<file path="config.mk">
export PLATFORM = sky130hd
export DESIGN_NAME = nios_hs_ctrl
export DESIGN_NICKNAME = d
export VERILOG_FILES = /design/src/rtl/nios_hs_pkg.sv /design/src/rtl/nios_gpo_sync.sv /design/src/rtl/nios_hs_ctrl.sv
export SDC_FILE = /design/constraint.sdc
export NUM_CORES = 1
export LEC_CHECK = 0
export ABC_AREA = 1
export CORE_AREA = 8 8 78 80
export DETAILED_ROUTE_END_ITERATION = 6
export DIE_AREA = 0 0 86 88
export HOLD_SLACK_MARGIN = 0.15
export SETUP_SLACK_MARGIN = 0.1
export SLEW_MARGIN = 15
export SYNTH_ARGS = -nofsm -noshare
export SYNTH_HDL_FRONTEND = slang
export SYNTH_SLANG_ARGS = --single-unit
</file>
<file path="constraint.sdc">
create_clock -name sys_clk_main_fpga -period 2.2 [get_ports sys_clk_main_fpga]
set_input_delay 0.22 -clock sys_clk_main_fpga [delete_from_list [all_inputs] [get_ports sys_clk_main_fpga]]
set_output_delay 0.22 -clock sys_clk_main_fpga [all_outputs]
set_load 0.01 [all_outputs]
</file>
<file path="src/rtl/nios_hs_pkg.sv">
// Shared types and bit offsets for the Nios GPI/GPO handshake controller.
// Latency: n/a (types and constants only).
// Backpressure: n/a.
package nios_hs_pkg;

  typedef enum logic {
    OP_PROC = 1'b0,
    OP_PING = 1'b1
  } op_e;

  typedef enum logic [1:0] {
    ST_OK       = 2'd0,
    ST_NIOS_ERR = 2'd1,
    ST_TIMEOUT  = 2'd2,
    ST_BAD_CH   = 2'd3
  } status_e;

  typedef enum logic [2:0] {
    S_IDLE,
    S_PREQ,
    S_PWAIT,
    S_PCLR,
    S_GREQ,
    S_GCLR,
    S_RESP
  } state_e;

  // GPI (controller -> Nios) bit offsets inside one channel nibble
  localparam int GPI_PROC_REQ  = 0;
  localparam int GPI_CLR_STATE = 1;
  localparam int GPI_PING_REQ  = 2;
  localparam int GPI_CLR_PING  = 3;

  // GPO (Nios -> controller) bit offsets inside one channel nibble
  localparam int GPO_BUSY     = 0;
  localparam int GPO_DONE     = 1;
  localparam int GPO_ERR      = 2;
  localparam int GPO_PING_RSP = 3;

  // One-hot nibbles for the single GPI bit asserted in each request phase
  localparam logic [3:0] NIB_PROC_REQ  = 4'b0001;
  localparam logic [3:0] NIB_CLR_STATE = 4'b0010;
  localparam logic [3:0] NIB_PING_REQ  = 4'b0100;
  localparam logic [3:0] NIB_CLR_PING  = 4'b1000;

endpackage

</file>
<file path="src/rtl/nios_gpo_sync.sv">
// Register chain that brings the Nios GPO bits into the controller clock domain.
// Latency: STAGES cycles (combinational pass-through when STAGES = 0).
// Backpressure: none; samples every cycle.
module nios_gpo_sync #(
  parameter int WIDTH  = 8,
  parameter int STAGES = 2
) (
  input  logic             sys_clk_main_fpga,
  input  logic             sys_reset,
  input  logic [WIDTH-1:0] d,
  output logic [WIDTH-1:0] q
);

  if (STAGES == 0) begin : g_bypass
    logic unused_clk_rst;
    assign unused_clk_rst = &{1'b0, sys_clk_main_fpga, sys_reset};
    assign q = d;
  end else begin : g_chain
    logic [WIDTH-1:0] stg [STAGES];

    // Shift the GPO vector down the chain; reset flushes every stage
    always_ff @(posedge sys_clk_main_fpga) begin
      if (sys_reset) begin
        for (int i = 0; i < STAGES; i++) stg[i] <= '0;
      end else begin
        stg[0] <= d;
        for (int i = 1; i < STAGES; i++) stg[i] <= stg[i-1];
      end
    end

    assign q = stg[STAGES-1];
  end

endmodule

</file>
<file path="src/rtl/nios_hs_ctrl.sv">
// Host command -> Nios GPI/GPO four-phase handshake controller, one transaction in flight.
// Latency: request bit one cycle after accept; every GPO-driven decision lags by SYNC_STAGES+1.
// Backpressure: cmd_ready only in idle; response held in RESP until rsp_ready.
module nios_hs_ctrl
  import nios_hs_pkg::*;
#(
  parameter int NUM_CH         = 2,
  parameter int TIMEOUT_CYCLES = 1024,
  parameter int SYNC_STAGES    = 2,
  localparam int CH_W          = (NUM_CH > 1) ? $clog2(NUM_CH) : 1
) (
  input  logic                  sys_clk_main_fpga,
  input  logic                  sys_reset,
  input  logic                  cmd_valid,
  output logic                  cmd_ready,
  input  logic                  cmd_op,
  input  logic [CH_W-1:0]       cmd_ch,
  output logic                  rsp_valid,
  input  logic                  rsp_ready,
  output logic [1:0]            rsp_status,
  output logic [CH_W-1:0]       rsp_ch,
  output logic [4*NUM_CH-1:0]   u_gpi,
  input  logic [4*NUM_CH-1:0]   u_gpo
);

  localparam int TO_W = $clog2(TIMEOUT_CYCLES);

  state_e              state;
  logic [TO_W-1:0]     cnt;
  logic [CH_W-1:0]     ch_q;
  logic                err_q;
  logic [4*NUM_CH-1:0] gpo_s;
  logic [3:0]          ch_gpo;
  logic                waiting;
  logic                advance;
  logic                to_hit;

  // Place a 4-bit GPI nibble at the given channel, zeros elsewhere
  function automatic logic [4*NUM_CH-1:0] place(input logic [3:0] nib, input logic [CH_W-1:0] ch);
    place = '0;
    for (int c = 0; c < NUM_CH; c++) begin
      if (ch == CH_W'(c)) place[4*c +: 4] = nib;
    end
  endfunction

  nios_gpo_sync #(
    .WIDTH  (4*NUM_CH),
    .STAGES (SYNC_STAGES)
  ) u_gpo_sync (
    .sys_clk_main_fpga (sys_clk_main_fpga),
    .sys_reset         (sys_reset),
    .d                 (u_gpo),
    .q                 (gpo_s)
  );

  // Select the synced GPO nibble of the channel currently being served
  always_comb begin
    ch_gpo = '0;
    for (int c = 0; c < NUM_CH; c++) begin
      if (ch_q == CH_W'(c)) ch_gpo = gpo_s[4*c +: 4];
    end
  end

  // Exit condition of each wait phase; error wins in PWAIT via err_q capture
  always_comb begin
    advance = 1'b0;
    waiting = 1'b1;
    case (state)
      S_PREQ:  advance = ch_gpo[GPO_BUSY] | ch_gpo[GPO_DONE] | ch_gpo[GPO_ERR];
      S_PWAIT: advance = ch_gpo[GPO_DONE] | ch_gpo[GPO_ERR];
      S_PCLR:  advance = ~ch_gpo[GPO_DONE] & ~ch_gpo[GPO_ERR];
      S_GREQ:  advance = ch_gpo[GPO_PING_RSP];
      S_GCLR:  advance = ~ch_gpo[GPO_PING_RSP];
      default: waiting = 1'b0;
    endcase
  end

  assign to_hit = (cnt == TO_W'(TIMEOUT_CYCLES - 1));

  // Handshake FSM; counter restarts on every state change, outputs all registered
  always_ff @(posedge sys_clk_main_fpga) begin
    if (sys_reset) begin
      state      <= S_IDLE;
      u_gpi      <= '0;
      cmd_ready  <= 1'b0;
      rsp_valid  <= 1'b0;
      rsp_status <= ST_OK;
      rsp_ch     <= '0;
      cnt        <= '0;
      ch_q       <= '0;
      err_q      <= 1'b0;
    end else begin
      cnt <= '0;
      if (waiting && !advance) begin
        if (to_hit) begin
          u_gpi      <= '0;
          state      <= S_RESP;
          rsp_valid  <= 1'b1;
          rsp_status <= ST_TIMEOUT;
          rsp_ch     <= ch_q;
        end else begin
          cnt <= cnt + TO_W'(1);
        end
      end else begin
        case (state)
          S_IDLE: begin
            cmd_ready <= 1'b1;
            if (cmd_valid && cmd_ready) begin
              cmd_ready <= 1'b0;
              ch_q      <= cmd_ch;
              err_q     <= 1'b0;
              if (int'(cmd_ch) >= NUM_CH) begin
                state      <= S_RESP;
                rsp_valid  <= 1'b1;
                rsp_status <= ST_BAD_CH;
                rsp_ch     <= cmd_ch;
              end else if (cmd_op == OP_PING) begin
                state <= S_GREQ;
                u_gpi <= place(NIB_PING_REQ, cmd_ch);
              end else begin
                state <= S_PREQ;
                u_gpi <= place(NIB_PROC_REQ, cmd_ch);
              end
            end
          end
          S_PREQ: begin
            u_gpi <= '0;
            state <= S_PWAIT;
          end
          S_PWAIT: begin
            err_q <= ch_gpo[GPO_ERR];
            u_gpi <= place(NIB_CLR_STATE, ch_q);
            state <= S_PCLR;
          end
          S_PCLR: begin
            u_gpi      <= '0;
            state      <= S_RESP;
            rsp_valid  <= 1'b1;
            rsp_status <= err_q ? ST_NIOS_ERR : ST_OK;
            rsp_ch     <= ch_q;
          end
          S_GREQ: begin
            u_gpi <= place(NIB_CLR_PING, ch_q);
            state <= S_GCLR;
          end
          S_GCLR: begin
            u_gpi      <= '0;
            state      <= S_RESP;
            rsp_valid  <= 1'b1;
            rsp_status <= ST_OK;
            rsp_ch     <= ch_q;
          end
          S_RESP: begin
            if (rsp_ready) begin
              rsp_valid <= 1'b0;
              cmd_ready <= 1'b1;
              state     <= S_IDLE;
            end
          end
          default: state <= S_IDLE;
        endcase
      end
    end
  end

endmodule

</file>
**Word-level counts from Yosys, hierarchy flattened**

Memory sizes are Yosys's and may differ from the RTL's.
Index checks and enable logic that the tools add are counted.
W data, S select, Z words.

- Logic and storage cells: 98
- Bits of input ports: 14
- Memory bits (read-only): 0
- Memories: 1
- Latch bits: 0
- Output and inout bits: 13
- Register bits after elaboration: 28
- Memory bits (writable): 16

Memories:

| memory | depth | width | rd ports | clocked after memory_dff | write ports | RTL line | source |
|---|---|---|---|---|---|---|---|
| u_gpo_sync.g_chain.stg | 2 | 8 | 2 | 0 | 2 | nios_gpo_sync.sv:19 | `logic [WIDTH-1:0] stg [STAGES];` |

- Shift operators: 0
- Add/sub/neg operators: 1
- Reductions and logical operators: 22
- Mux-type cells: 43
- $lt $le $gt $ge: 0
- Equal/unequal tests: 12
- Bitwise operators: 10
- Divide/modulo/power cells: 0
- Multiply operators: 0

Operator list:

| operator | number |
|---|---|
| $mux W8 | 6 |
| $pmux W8 S4 | 1 |
| $mux W3 | 7 |
| $pmux W3 S6 | 1 |
| $reduce_and A3 Y1 | 6 |
| $mux W1 | 16 |
| $mux W4 | 3 |
| $add A10 B1 Y10 const B | 1 |
| $eq A10 B10 Y1 const B | 1 |
| $eq A3 B3 Y1 const B | 3 |
| $mux W2 | 4 |
| $eq A3 B2 Y1 const B | 2 |
| $ne A2 B2 Y1 const B | 3 |
| $ne A3 B3 Y1 const B | 2 |
| $pmux W1 S2 | 3 |
| $reduce_bool A2 Y1 | 3 |
| $reduce_bool A3 Y1 | 2 |
| $reduce_or A3 Y1 | 2 |
| $or A1 B1 Y1 | 5 |
| $pmux W1 S5 | 1 |
| $reduce_bool A5 Y1 | 1 |
| $reduce_or A5 Y1 | 1 |
| $not A1 Y1 | 4 |
| $pmux W2 S2 | 1 |
| 7 further kinds | 9 |

**Longest topological paths before layout**

An unclocked memory read counts as a cell.

- Word-level depth: 9
- Mapped depth: 12

**By module**

From an unflattened synthesis, not the netlist that was laid out.

- Cell total of the unflattened synthesis: 276
- Area, all modules: 2124.5 µm²

Modules (own cells, without submodules):

| module | cells each | area each (µm²) | times used |
|---|---|---|---|
| nios_hs_ctrl | 218 | 1590.3 | 1 |
| nios_gpo_sync | 58 | 534.3 | 1 |

**Worst setup path after synthesis**

Ideal clock, no wire load.

- Path kind: register -> register
- Start point: register cnt[0]
- End point: register u_gpi[0]
- Cell stages (with the launch flop): 9
- Data arrival time: 1461 ps
- Path buffers: 0
- Slack: 623 ps
- Clock period less this slack: 1577 ps
- Required time: 2084 ps
- Path through: dfxtp_1 > ha_1 > nand3_1 > nor2_1 > nand4_1 > nand4_2 > nand2_2 > o21ai_0 > nor2_1

- Cells in the longest elaborated chain, start to end: 3

RTL lines:

| what | RTL line | source |
|---|---|---|
| start: declaration | nios_hs_ctrl.sv:29 | `logic [TO_W-1:0] cnt;` |
| start signal: assignment | nios_hs_ctrl.sv:102 | `cnt <= cnt + TO_W'(1);` |
| $eq A10 B10 Y1 | nios_hs_ctrl.sv:78 | `assign to_hit = (cnt == TO_W'(TIMEOUT_CYCLES - 1));` |
| $ne A2 B2 Y1 (no line) | -- |  |
| $reduce_and A3 Y1 (no line) | -- |  |
| end signal: assignment | nios_hs_ctrl.sv:119 | `u_gpi <= place(NIB_PING_REQ, cmd_ch);` |
| end signal: assignment | nios_hs_ctrl.sv:122 | `u_gpi <= place(NIB_PROC_REQ, cmd_ch);` |
| end signal: assignment | nios_hs_ctrl.sv:132 | `u_gpi <= place(NIB_CLR_STATE, ch_q);` |
| end: declaration | nios_hs_ctrl.sv:22 | `output logic [4*NUM_CH-1:0] u_gpi,` |

Every way passes these cells.
A chain may end at the register's enable or synchronous reset.

**Worst setup path in the final report**

- Start point: register cnt[0]
- End point: register u_gpi[2]

Same word-level chain as after synthesis.

==> impl_results.md <==
* CP arrival at 2.01 ns
* H-tree Lvls at 2
* Crit path max-delay cell type: dfxtp_1
* PortBufs at 26
* Final setup fails at 0
* GR Util All Layers at 10.3%
* Most used cell, CP: nor2_1
* Pwr/cell area at 1070 nW/µm²
* Total CTS buffers at 5
* Largest net degree at the start of global routing at 22
* Largest stage delay on the critical path at 0.36 ns
* DP HPWL at 2.71 mm
* Slew @ Worst Pin at 0.297 ns
* Row count at 26
* Maximum fanout along the worst path at 9
* Core area at between 4000 and 5000 µm²
* Max IR drop VDD at approximately 390 µV
* Max-slew violations at 0
* Final non-filler cell total at 365
* Lkg Pwr at 1.02 nW
* Highest Clock Rate at roughly 550 MHz
* Post-synthesis mux area share at 0%
* Final ANT Viol Nets at 0
* Share of cells above drive strength 1 at 9.15%
* Crit path buf inv count at 0
* Hold slack final at between 0.4 and 0.5 ns
* Sequential share of the synthesized area at 46.4%
* Area share of fa/ha/maj cells after synthesis at 0.660%
* WL/cell at 9.74 µm
* Post-CTS Setup Repair Bufs at 0
* Die Wd at 86 µm
* Xor and xnor area share after synthesis at 1.39%
* Die Height at 88 µm
* Run status: finished, final reports clean
* Synth cell types at 30
* Syn_area_per_cell at a little over 7 µm²
* Crit Path Category: register to register
* First-pass GRT wire length at between 6 and 7 mm
* Slew Limit Headroom at around four fifths
* Diodes inserted at 0
* Nets at 309
* Crit start category: register
* Fin crit share at 83.0%
* Mapped Area at about 1900 µm²
* Largest family of logic cells by synthesized area: simple AND/OR/NAND/NOR gates
* Gate Count Post-Synth at 265
* # placed instances at 357
* # resized after CTS at 0
* Req. time, crit path at 2.39 ns
* R2R cell count at 8
* Place WS at 0.357 ns
* Fin Setup TNS at 0 ns
* IO Pins at 27
* Crit-path leading delay family: simple AND/OR/NAND/NOR gates
* Full die area at 7570 µm²
* CTS clk-pin slew, worst paths at 0.08 ns
* Global route overflow at 0
* Worst path depth at 8
* Final wirelength at between 3 and 4 mm
* Routed via count at 1573
* Post-CTS Hold Buffers at 0
* Syn nets at 280
* CTS Buffer Depth at 2
* Crit end category: register
* Critical-path cell list: ha_1 > nand3_1 > nor2_1 > nand4_1 > nand4_2 > nand2_2 > o21ai_0 > nor2_1
* Vias in the first global route at between 1k and 1.5k
* TritonCTS clock tree: done
* GPL Wtd Cong at 0.866
* Final min period at 1.83 ns
* Most common cell after layout, fill and taps aside: nand2_1
* Initial antenna violation count at 0
* Commonest non-fill, non-tap cells in the layout: nand2_1, nor2_1, dfxtp_1, inv_1, clkdlybuf4s50_1
* Final Power at around 0.0025 W
* Clock Latency Late Sink at between 0.2 and 0.3 ns
* FF+latch count, synth at 44
* Initial core utilization at between 30% and 40%
* Simple-Gate Fraction of Synth Area at roughly a third
* Routed vias/inst at roughly 4.3
* Sink Count at 44
* 1st-iter DRT viols at 79
* Detailed Routing Iterations Pass 1 at 4
* Root Driver: clkbuf_8
* Unrepaired setup endpoints after global routing: false
* Synthesis-to-finish area growth at 22.6%
* Clk_skew at 0.00435 ns
* Remaining DRCs at 0
* Final hold vios at 0
* Hold path cells at 2
* Min-delay worst type: register to register
* Final WS setup at 0.375 ns
* Maxcap violations at 0
* YS warnings at 0
* Compound-Gate Fraction of Synth Area at 6.33%
-- path summary, 6_finish.rpt --
kind / start / to / slack [ns]
setup reg to reg: cnt[0]$_SDFF_PP0_ / u_gpi[2]$_SDFFE_PP0P_ / 0.37
hold / removal: u_gpo_sync.g_chain.stg[0][0]$_SDFF_PP0_ / u_gpo_sync.g_chain.stg[0][8]$_SDFF_PP0_ / 0.40
hold reg to reg: u_gpo_sync.g_chain.stg[0][0]$_SDFF_PP0_ / u_gpo_sync.g_chain.stg[0][8]$_SDFF_PP0_ / 0.40
setup / recovery: cnt[0]$_SDFF_PP0_ / u_gpi[2]$_SDFFE_PP0P_ / 0.37
-- worst register-to-register path: stages, from the launching register on --
cell	delay, ns
dfxtp_1	0.36
ha_1	0.20
nand3_1	0.12
nor2_1	0.21
nand4_1	0.22
nand4_2	0.22
nand2_2	0.15
o21ai_0	0.20
nor2_1	0.05
-- power breakdown --
| part | internal [W] | leakage (nW) | switching (W) |
|---|---|---|---|
| clock network | 0.000255 | 0.0445 | 0.000261 |
| registers | 0.000908 | 0.361 | 0.0000738 |
| logic | 0.000375 | 0.615 | 0.000613 |
-- routing by layer --
layer	track usage (%)	share of wire, %
met4	4.30	0.96
met5	0	0
met3	3.10	4.8
met1	12.0	47
met2	17.3	47
-- sequential cells by signal, indices dropped and copies added, names as in the netlist --
| signal | cells |
|---|---|
| u_gpo_sync.g_chain.stg | 16 |
| cnt | 10 |
| u_gpi | 8 |
| state | 3 |
| rsp_status | 2 |
| ch_q | 1 |
| cmd_ready | 1 |
| err_q | 1 |
| rsp_ch | 1 |
| rsp_valid | 1 |
-- cell type report --
| class | instances | area (µm²) |
|---|---|---|
| flip-flops and latches | 44 | 881 |
| well taps | 70 | 87.6 |
| repair buffers | 28 | 275 |
| clock buffers | 7 | 86.3 |
| multi-input cells | 172 | 827 |
| inverters | 43 | 161 |
| fillers | 513 | 2590 |
| clock inverters | 1 | 7.51 |
-- cells in the mapped netlist --
cell type | n | area, µm²
nor2_4 | 2 | 22.5
a211oi_1 | 1 | 7.51
o21ai_2 | 1 | 8.76
nor3_2 | 1 | 10.0
buf_1 | 1 | 3.75
inv_1 | 41 | 154
nand2_2 | 3 | 18.8
inv_2 | 2 | 7.51
nand3b_1 | 1 | 7.51
o211ai_1 | 1 | 7.51
nand3_1 | 13 | 65.1
a31oi_1 | 1 | 6.26
nand2_4 | 1 | 11.3
nor2_2 | 1 | 6.26
o21ai_0 | 8 | 40.0
nand4_1 | 3 | 18.8
nand2_1 | 58 | 218
nor3_1 | 5 | 25.0
nand3_4 | 1 | 17.5
ha_1 | 1 | 12.5
clkbuf_1 | 3 | 11.3
nor2_1 | 51 | 191
xor2_1 | 3 | 26.3
or2_2 | 3 | 18.8
dfxtp_1 | 44 | 881
buf_2 | 1 | 5.00
nor3b_2 | 2 | 25.0
nand4_2 | 1 | 12.5
buf_4 | 1 | 7.51
a21oi_1 | 10 | 50.1
-- cells by family after synthesis --
logic type	count (synthesis)
AND/OR/NAND/NOR	146
buffers and inverters	49
flip-flops	44
AO/OA/AOI/OAI	22
XOR/XNOR	3
adder cells (fa/ha/maj)	1
-- per-stage QoR --
stage / area, µm² / utilization (%)
floorplan: 1900 / -
global placement: 2230 / 45.4
detailed placement: 2230 / 45.4
CTS: 2330 / 47.4
global route: 2330 / 47.4
finish: 2330 / 47.4
(Power assumes the default switching activity.)
